--- src/rtl/stopwatch_ctrl.sv ---
// stopwatch_ctrl
//   Central sequencer for the stopwatch datapath. Turns debounced one-cycle
//   button pulses into the counter enable code and a clear pulse, keeps a
//   small lap-time buffer filled from sec_count, and selects whether the
//   display shows the live count or a stored lap.
//
// Ports
//   clk           system clock, all state on rising edge
//   hard_reset    asynchronous active-low reset
//   start_p       start/stop pulse
//   soft_reset_p  soft-reset pulse (clears laps, pulses clr)
//   lap_p         lap pulse (stores sec_count while running)
//   recall_p      recall/next pulse (browse stored laps while stopped)
//   sec_count     live count from sec_counter
//   en            counter command: 00 idle, 01 count, 10 hold
//   clr           one-cycle clear pulse to counter and timer
//   disp_sel      0 = live count shown, 1 = lap entry shown
//   disp_count    registered display value
//   lap_idx       lap entry shown (valid when disp_sel=1), 0 = oldest
//   lap_cnt       number of stored laps
//   lap_full      lap_cnt == LAP_DEPTH
//
// Build option
//   STOPWATCH_LAP_OVERWRITE_EN: when defined, a lap on a full buffer
//   overwrites the oldest entry; otherwise it is ignored.
//
// state  | meaning
// IDLE   | counter held at zero, waiting for start
// RUN    | counting, lap pulses store entries
// STOP   | counting paused, live value displayed
// RECALL | counting paused, stored lap displayed

module stopwatch_ctrl #(
  parameter int CNT_W     = 19,
  parameter int LAP_DEPTH = 4
) (
  input  logic                         clk,
  input  logic                         hard_reset,
  input  logic                         start_p,
  input  logic                         soft_reset_p,
  input  logic                         lap_p,
  input  logic                         recall_p,
  input  logic [CNT_W-1:0]             sec_count,
  output logic [1:0]                   en,
  output logic                         clr,
  output logic                         disp_sel,
  output logic [CNT_W-1:0]             disp_count,
  output logic [$clog2(LAP_DEPTH)-1:0] lap_idx,
  output logic [$clog2(LAP_DEPTH):0]   lap_cnt,
  output logic                         lap_full
);

  localparam int IW = $clog2(LAP_DEPTH);
  localparam int CW = IW + 1;

`ifdef STOPWATCH_LAP_OVERWRITE_EN
  localparam logic OVERWRITE = 1'b1;
`else
  localparam logic OVERWRITE = 1'b0;
`endif

  typedef enum logic [1:0] {S_IDLE, S_RUN, S_STOP, S_RECALL} state_t;

  state_t            state;
  logic [IW-1:0]     wr_ptr;
  logic [CNT_W-1:0]  lap_mem [LAP_DEPTH];

  logic              lp;
  logic              rc;
  logic              lap_wr;
  logic [IW-1:0]     oldest;
  logic [IW-1:0]     idx_next;
  logic [IW-1:0]     rd_next;

  // Priority decode: soft reset > start > lap > recall; losers are dropped.
  // Once the buffer is full the write pointer sits on the oldest entry,
  // so the oldest-read base is either 0 or wr_ptr.
  always_comb begin
    lp       = lap_p & ~soft_reset_p & ~start_p;
    rc       = recall_p & ~soft_reset_p & ~start_p & ~lap_p;
    lap_wr   = (state == S_RUN) & lp & (~lap_full | OVERWRITE);
    oldest   = lap_full ? wr_ptr : '0;
    idx_next = ({1'b0, lap_idx} == lap_cnt - 1'b1) ? '0 : lap_idx + 1'b1;
    rd_next  = oldest + idx_next;
  end

  always_ff @(posedge clk) begin
    if (lap_wr) lap_mem[wr_ptr] <= sec_count;
  end

  always_ff @(posedge clk or negedge hard_reset) begin
    if (!hard_reset) begin
      state      <= S_IDLE;
      en         <= 2'b00;
      clr        <= 1'b0;
      disp_sel   <= 1'b0;
      disp_count <= '0;
      lap_idx    <= '0;
      lap_cnt    <= '0;
      lap_full   <= 1'b0;
      wr_ptr     <= '0;
    end else begin
      clr        <= 1'b0;
      disp_count <= sec_count;
      if (soft_reset_p) begin
        state    <= S_IDLE;
        en       <= 2'b00;
        clr      <= 1'b1;
        disp_sel <= 1'b0;
        lap_idx  <= '0;
        lap_cnt  <= '0;
        lap_full <= 1'b0;
        wr_ptr   <= '0;
      end else begin
        case (state)
          S_IDLE: begin
            if (start_p) begin
              state <= S_RUN;
              en    <= 2'b01;
            end
          end
          S_RUN: begin
            if (start_p) begin
              state <= S_STOP;
              en    <= 2'b10;
            end else if (lap_wr) begin
              wr_ptr <= wr_ptr + 1'b1;
              if (!lap_full) begin
                lap_cnt  <= lap_cnt + 1'b1;
                lap_full <= (lap_cnt == CW'(LAP_DEPTH - 1));
              end
            end
          end
          S_STOP: begin
            if (start_p) begin
              state <= S_RUN;
              en    <= 2'b01;
            end else if (rc && (lap_cnt != '0)) begin
              state      <= S_RECALL;
              disp_sel   <= 1'b1;
              lap_idx    <= '0;
              disp_count <= lap_mem[oldest];
            end
          end
          S_RECALL: begin
            if (start_p) begin
              state    <= S_STOP;
              disp_sel <= 1'b0;
            end else if (rc) begin
              lap_idx    <= idx_next;
              disp_count <= lap_mem[rd_next];
            end else begin
              disp_count <= disp_count;
            end
          end
          default: begin
            state <= S_IDLE;
            en    <= 2'b00;
          end
        endcase
      end
    end
  end

endmodule

--- config.mk ---
export PLATFORM = sky130hd
export DESIGN_NAME = stopwatch_ctrl
export DESIGN_NICKNAME = d
export VERILOG_FILES = /design/src/rtl/stopwatch_ctrl.sv
export SDC_FILE = /design/constraint.sdc
export NUM_CORES = 1
export LEC_CHECK = 0
export ABC_CLOCK_PERIOD_IN_PS = 4000
export CORE_MARGIN = 1.5
export CORE_UTILIZATION = 58
export DETAILED_ROUTE_END_ITERATION = 7
export GPL_ROUTABILITY_DRIVEN = 0
export PLACE_DENSITY_LB_ADDON = 0.05
export SETUP_SLACK_MARGIN = 0.4
export SYNTH_ARGS = -nofsm -noshare
export SYNTH_HDL_FRONTEND = slang
export SYNTH_SLANG_ARGS = --single-unit
--- constraint.sdc ---
create_clock -name clk -period 4 [get_ports clk]
set_input_delay 0.4 -clock clk [delete_from_list [all_inputs] [get_ports clk]]
set_output_delay 0.4 -clock clk [all_outputs]
set_load 0.005 [all_outputs]
Word-level counts from Yosys, hierarchy flattened
Memory sizes are Yosys's and may differ from the RTL's.
Index checks and enable logic that the tools add are counted.

word-level totals
  memories = 1
  RAM bits = 76
  input port bits = 25
  bits in registers = 33

memory list
  name     depth  bits a word  read ports  clocked after memory_dff  wr ports  line  source
  lap_mem  4      19           2           0                         1         66    logic [CNT_W-1:0] lap_mem [LAP_DEPTH];

cells by class
  bitwise logic cells = 11
  muxes and demuxes = 44
  equality and inequality tests = 18
  add/sub/neg operators = 5
  reductions and logical operators = 15

operator list
  operator               number
  $mux W19               5
  $pmux W19 S2           1
  $mux W2                17
  $ne A3 B3 Y1 const B   7
  $mux W3                5
  $mux W1                12
  $reduce_and A3 Y1      3
  $reduce_bool A3 Y1     3
  $ne A4 B4 Y1 const B   2
  $pmux W2 S2            2
  $reduce_and A4 Y1      2
  $and A1 B1 Y1          7
  $ne A3 B1 Y1 const B   2
  $pmux W2 S3            1
  $reduce_and A5 Y1      1
  $add A2 B1 Y2 const B  2
  $eq A2 B2 Y1 const B   2
  $not A1 Y1             4
  $reduce_bool A2 Y1     2
  $reduce_or A2 Y1       2
  $add A3 B1 Y3 const B  1
  $eq A2 B3 Y1           1
  $eq A3 B2 Y1 const B   1
  $sub A3 B1 Y3 const B  1
  other kinds (7)        7

Longest topological paths before layout
  depth in word-level cells = 9
  depth in mapped cells = 12

Worst setup path before layout
No wires, ideal clock.

  kind = register to register
  from = reg lap_cnt[0]
  to = reg disp_count[10]
  cell stages (with the launch flop) = 11
  required time = 3.874 ns
  slack = 1.091 ns
  arrival = 2.783 ns
  period minus slack after synthesis = 2.909 ns
  buffers on the path = 2
  cell sequence = dfrtp_1 -> inv_1 -> ha_1 -> xnor2_1 -> a31oi_1 -> ha_1 -> buf_2 -> clkbuf_1 -> mux2i_1 -> a31oi_1 -> a221o_1

between the ends
  longest elaborated chain between the ends = 9
  elaborated cells on any way between the ends = 13

RTL lines
  item                      line  source
  start: declaration        49    output logic [$clog2(LAP_DEPTH):0] lap_cnt,
  start signal: assignment  129   lap_cnt <= lap_cnt + 1'b1;
  $sub A3 B1 Y3             83    idx_next = ({1'b0, lap_idx} == lap_cnt - 1'b1) ? '0 : lap_idx + 1'b1;
  $eq A2 B3 Y1              83
  $mux W2                   83
  $add A2 B2 Y2             84    rd_next = oldest + idx_next;
  $mem_v2 Z4 W19            -
  $mux W19                  149   end else if (rc) begin
  $mux W19                  146   if (start_p) begin
  $pmux W19 S2 (*)          115   case (state)
  $mux W19 (*)              105   if (soft_reset_p) begin
  end signal: assignment    104   disp_count <= sec_count;
  end signal: assignment    151   disp_count <= lap_mem[rd_next];
  end signal: assignment    153   disp_count <= disp_count;
  end: declaration          47    output logic [CNT_W-1:0] disp_count,

Every way passes the cells marked *; elsewhere a longest branch is shown, timed or not. The select of a mux whose other input is x is not followed.
A chain may end at the register's enable or synchronous reset.

Final worst setup path
  from = reg lap_cnt[0]
  to = reg disp_count[6]

Same word-level chain as after synthesis.

==> results.toml <==
[run_status]
status = "finished, final reports clean"

[clocking]
cts_setup_buffers = 0
ctsResizeCount = 0
clockBufferDepth = 2
hold_buffers = 0
cts_sinks = 109
cts_root_buffer = "clkbuf_8"
numCtsBuffers = 9
path_clk_slew_ps = 100
cts_tree = "built"
insertion_delay_ps = 370
htreeDepth = 3

[yosys]
yosysUniqueCellTypes = 54
synthFlopType = "edfxtp_1"
ys_seq_area_frac = 0.546
synth-seq-cells = 109
yosysTopAreaCell = "edfxtp_1"
synthArstFlopShare = 0.303
synthXorXnorAreaFrac = 0.00769
synth_compound_area_frac = 0.210
syn-num-nets = 509
yosys.area_share.simple = 0.0813
synthMuxAreaShare = 0.103
yosysTopAreaCellShare = 0.401
synth_area_sq_um = 5700
synthAdderAreaFrac = 0.0198
syn_inst = 475
ys_warn_count = 0
synth_top_family_by_area = "compound AO/OA/AOI/OAI gates"
syn_avg_cell_area_sq_um = 12.0
synth_edf_count = 76
synthTopCellsByArea = "edfxtp_1 (40%), dfrtp_1 (14%), mux2i_1 (9.5%)"

[worst_setup_path]
max_stage_delay_ps = 670
critPathSlowestCell = "nor3_4"
cp_max_fo = 14
path_cells = "inv_1 -> ha_1 -> xor2_1 -> a31oi_1 -> ha_2 -> xor2_1 -> nor3_1 -> nor3_4 -> a221o_1 -> o311ai_1"
setup.worst_path.start_class = "register"
cp.required_ps = 4230
critical_path_class = "reg -> reg"
arrival_ps = 3570
worst_path_most_repeated_cell = "xor2_1"
cp-end-kind = "register"

[final_layout]
area_growth_pct = 15.3
fin_area_sq_um = 6570
finalNetCount = 560
final_common_cell = "edfxtp_1"
num_antenna_cells = 0
final_layout_size_suffix_gt1_frac = 0.0923
final_cell_mix = "edfxtp_1 (76), mux2i_1 (54), clkdlybuf4s50_1 (52)"

[grt]
grt_util_all_layers = 0.301
antenna_found_initial = 0
grt_start_max_net_pins = 34
grt_pass1_vias = 4556
grt-ovfl-total = 0
grt_pass1_wl_um = 23300

[sta]
relSlewSlack = 0.311
post-route-min-period_ps = 3340
finalHoldViolations = 0
timing.final.crit_share = 0.835
tns_ps = 0
fmax_mhz = 299
drv_slew = 0
setup_viol_count_final = 0
rsz0062_at_grt = "false"
tightest_slew_ps = 1030
finalClockSkew_ps = 14.3

[placement]
dp_hpwl_um = 9550
io_buffers = 53
dpl_cell_area_sq_um = 6390

[routing]
drt_wl_total_um = 14800
viasPerCell = 6.72
route.vias.total = 4438
first_pass_iters = 4
drtIter0Drc = 280
wl_per_cell_um = 22.5
drc = 0
ant_nets = 0

[power_and_ir_drop]
leakagePower_uw = 0.00252
intPower_uw = 1550
p_switching_uw = 491
power_density_nw_per_um2 = 311
pwr-share-seq = 0.612
power_frac_comb = 0.089
power.clock.fraction = 0.299
max-vdd-ir-drop_uv = 230
power_switching_share = 0.241

[floorplanning]
std_cell_rows = 35
die_h_um = 102
die_w_um = 102
io-pin-count = 54
die_area_sq_um = 10400
core_area_sq_um = 9370
start_util = 0.608

[worst_hold_path]
hold_path_class = "in -> async"

[job]
max_cap_violations = 0
-- path summary, 6_finish.rpt --
path	end	slack, ps	cells past startpoint	startpoint
worst max register to register	disp_count[6]	660	10	lap_cnt[0]
worst max-delay path	disp_count[6]	660	10	lap_cnt[0]
worst min register to register	disp_count[10]	530	1	disp_count[10]
max in group asynchronous	disp_count[9]	3330	1	hard_reset
min in group clk	disp_count[10]	530	1	disp_count[10]
worst min-delay path	en[0]	130	1	hard_reset
-- routing by layer --
layer / vias to the layer above / wire length [um] / global-route usage / part of all wire
li1: 1995 / - / - / -
met1: 2171 / 6050 / 0.394 / 0.41
met2: 222 / 7160 / 0.494 / 0.48
met3: 50 / 1200 / 0.0568 / 0.081
met4: 0 / 438 / 0.134 / 0.030
met5: - / 0 / 0 / 0
-- power by group through the flow --
stage / Sequential, uW / Clock (uW) / Combinational, uW
detailed placement: 1270 / 0 / 179
finish: 1250 / 609 / 181
floorplan: 1270 / 0 / 79.9
global placement: 1270 / 0 / 174
global route: 1250 / 656 / 197
CTS: 1250 / 622 / 180
-- layout make-up --
cell class                      count  area, sq um
Clock inverter                      6         46.3
Sequential cell                   109         3110
Timing Repair Buffer               72          668
Multi-Input combinational cell    321         2410
Fill cell                         736         2800
Inverter                           13         48.8
Tap cell                          129          161
Clock buffer                       10          128
-- stage by stage --
step	instances	setup slack [ps]	total power, uW	utilization	hold WS, ps
CTS	660	419	2050	0.700	138
detailed placement	644	437	1450	0.682	507
global route	660	480	2110	0.701	180
global placement	644	609	1450	0.682	500
floorplan	475	1090	1350	-	104
finish	660	659	2040	0.701	127
-- synthesized netlist by cell type (2+ instances only) --
cell,instances
nor3_1,2
buf_2,8
nor4_1,3
inv_1,12
xnor2_1,2
ha_1,9
edfxtp_1,76
xor2_1,3
a21oi_1,12
a22oi_1,28
and2_1,5
clkbuf_1,19
dfrtp_1,33
o21ai_0,4
o311ai_1,14
a221o_1,17
o221ai_1,28
a31oi_1,6
o22ai_1,5
nor2_1,41
o21ai_1,2
o22a_1,3
mux2_2,4
a211oi_1,6
mux2i_1,54
o31ai_1,2
o21a_1,4
nand2_1,33
nand2b_1,6
nand4_1,2
a22o_1,4
a32o_1,2
a21oi_2,2
buf_1,3
nand3_1,2
-- sequential cells by signal (all words and copies together) (netlist names) --
signal      count
wr_ptr          2
en              2
disp_count     19
state           2
lap_cnt         3
lap_mem        76
disp_sel        1
lap_full        1
lap_idx         2
clr             1
-- cells by family (layout without fill, tap and decap cells) --
kind of cell	after synthesis	in the layout
multiplexers	58	58
AND/OR/NAND/NOR	100	100
AO/OA/AOI/OAI	149	149
buffers and inverters	45	101
adder cells (fa/ha/maj)	9	9
XOR/XNOR	5	5
flip-flops	109	109
-- worst max-delay path: cells and delay by family, from the launching register on --
| kind | cells | cell delay, ps |
|---|---|---|
| adders and majority gates | 2 | 600 |
| buffers and inverters | 1 | 110 |
| AOI/OAI and AO/OA | 3 | 670 |
| xor gates and xnor gates | 2 | 490 |
| and+or+nand+nor | 2 | 830 |
| DFF | 1 | 510 |
Power figures use the tool's default switching activity.
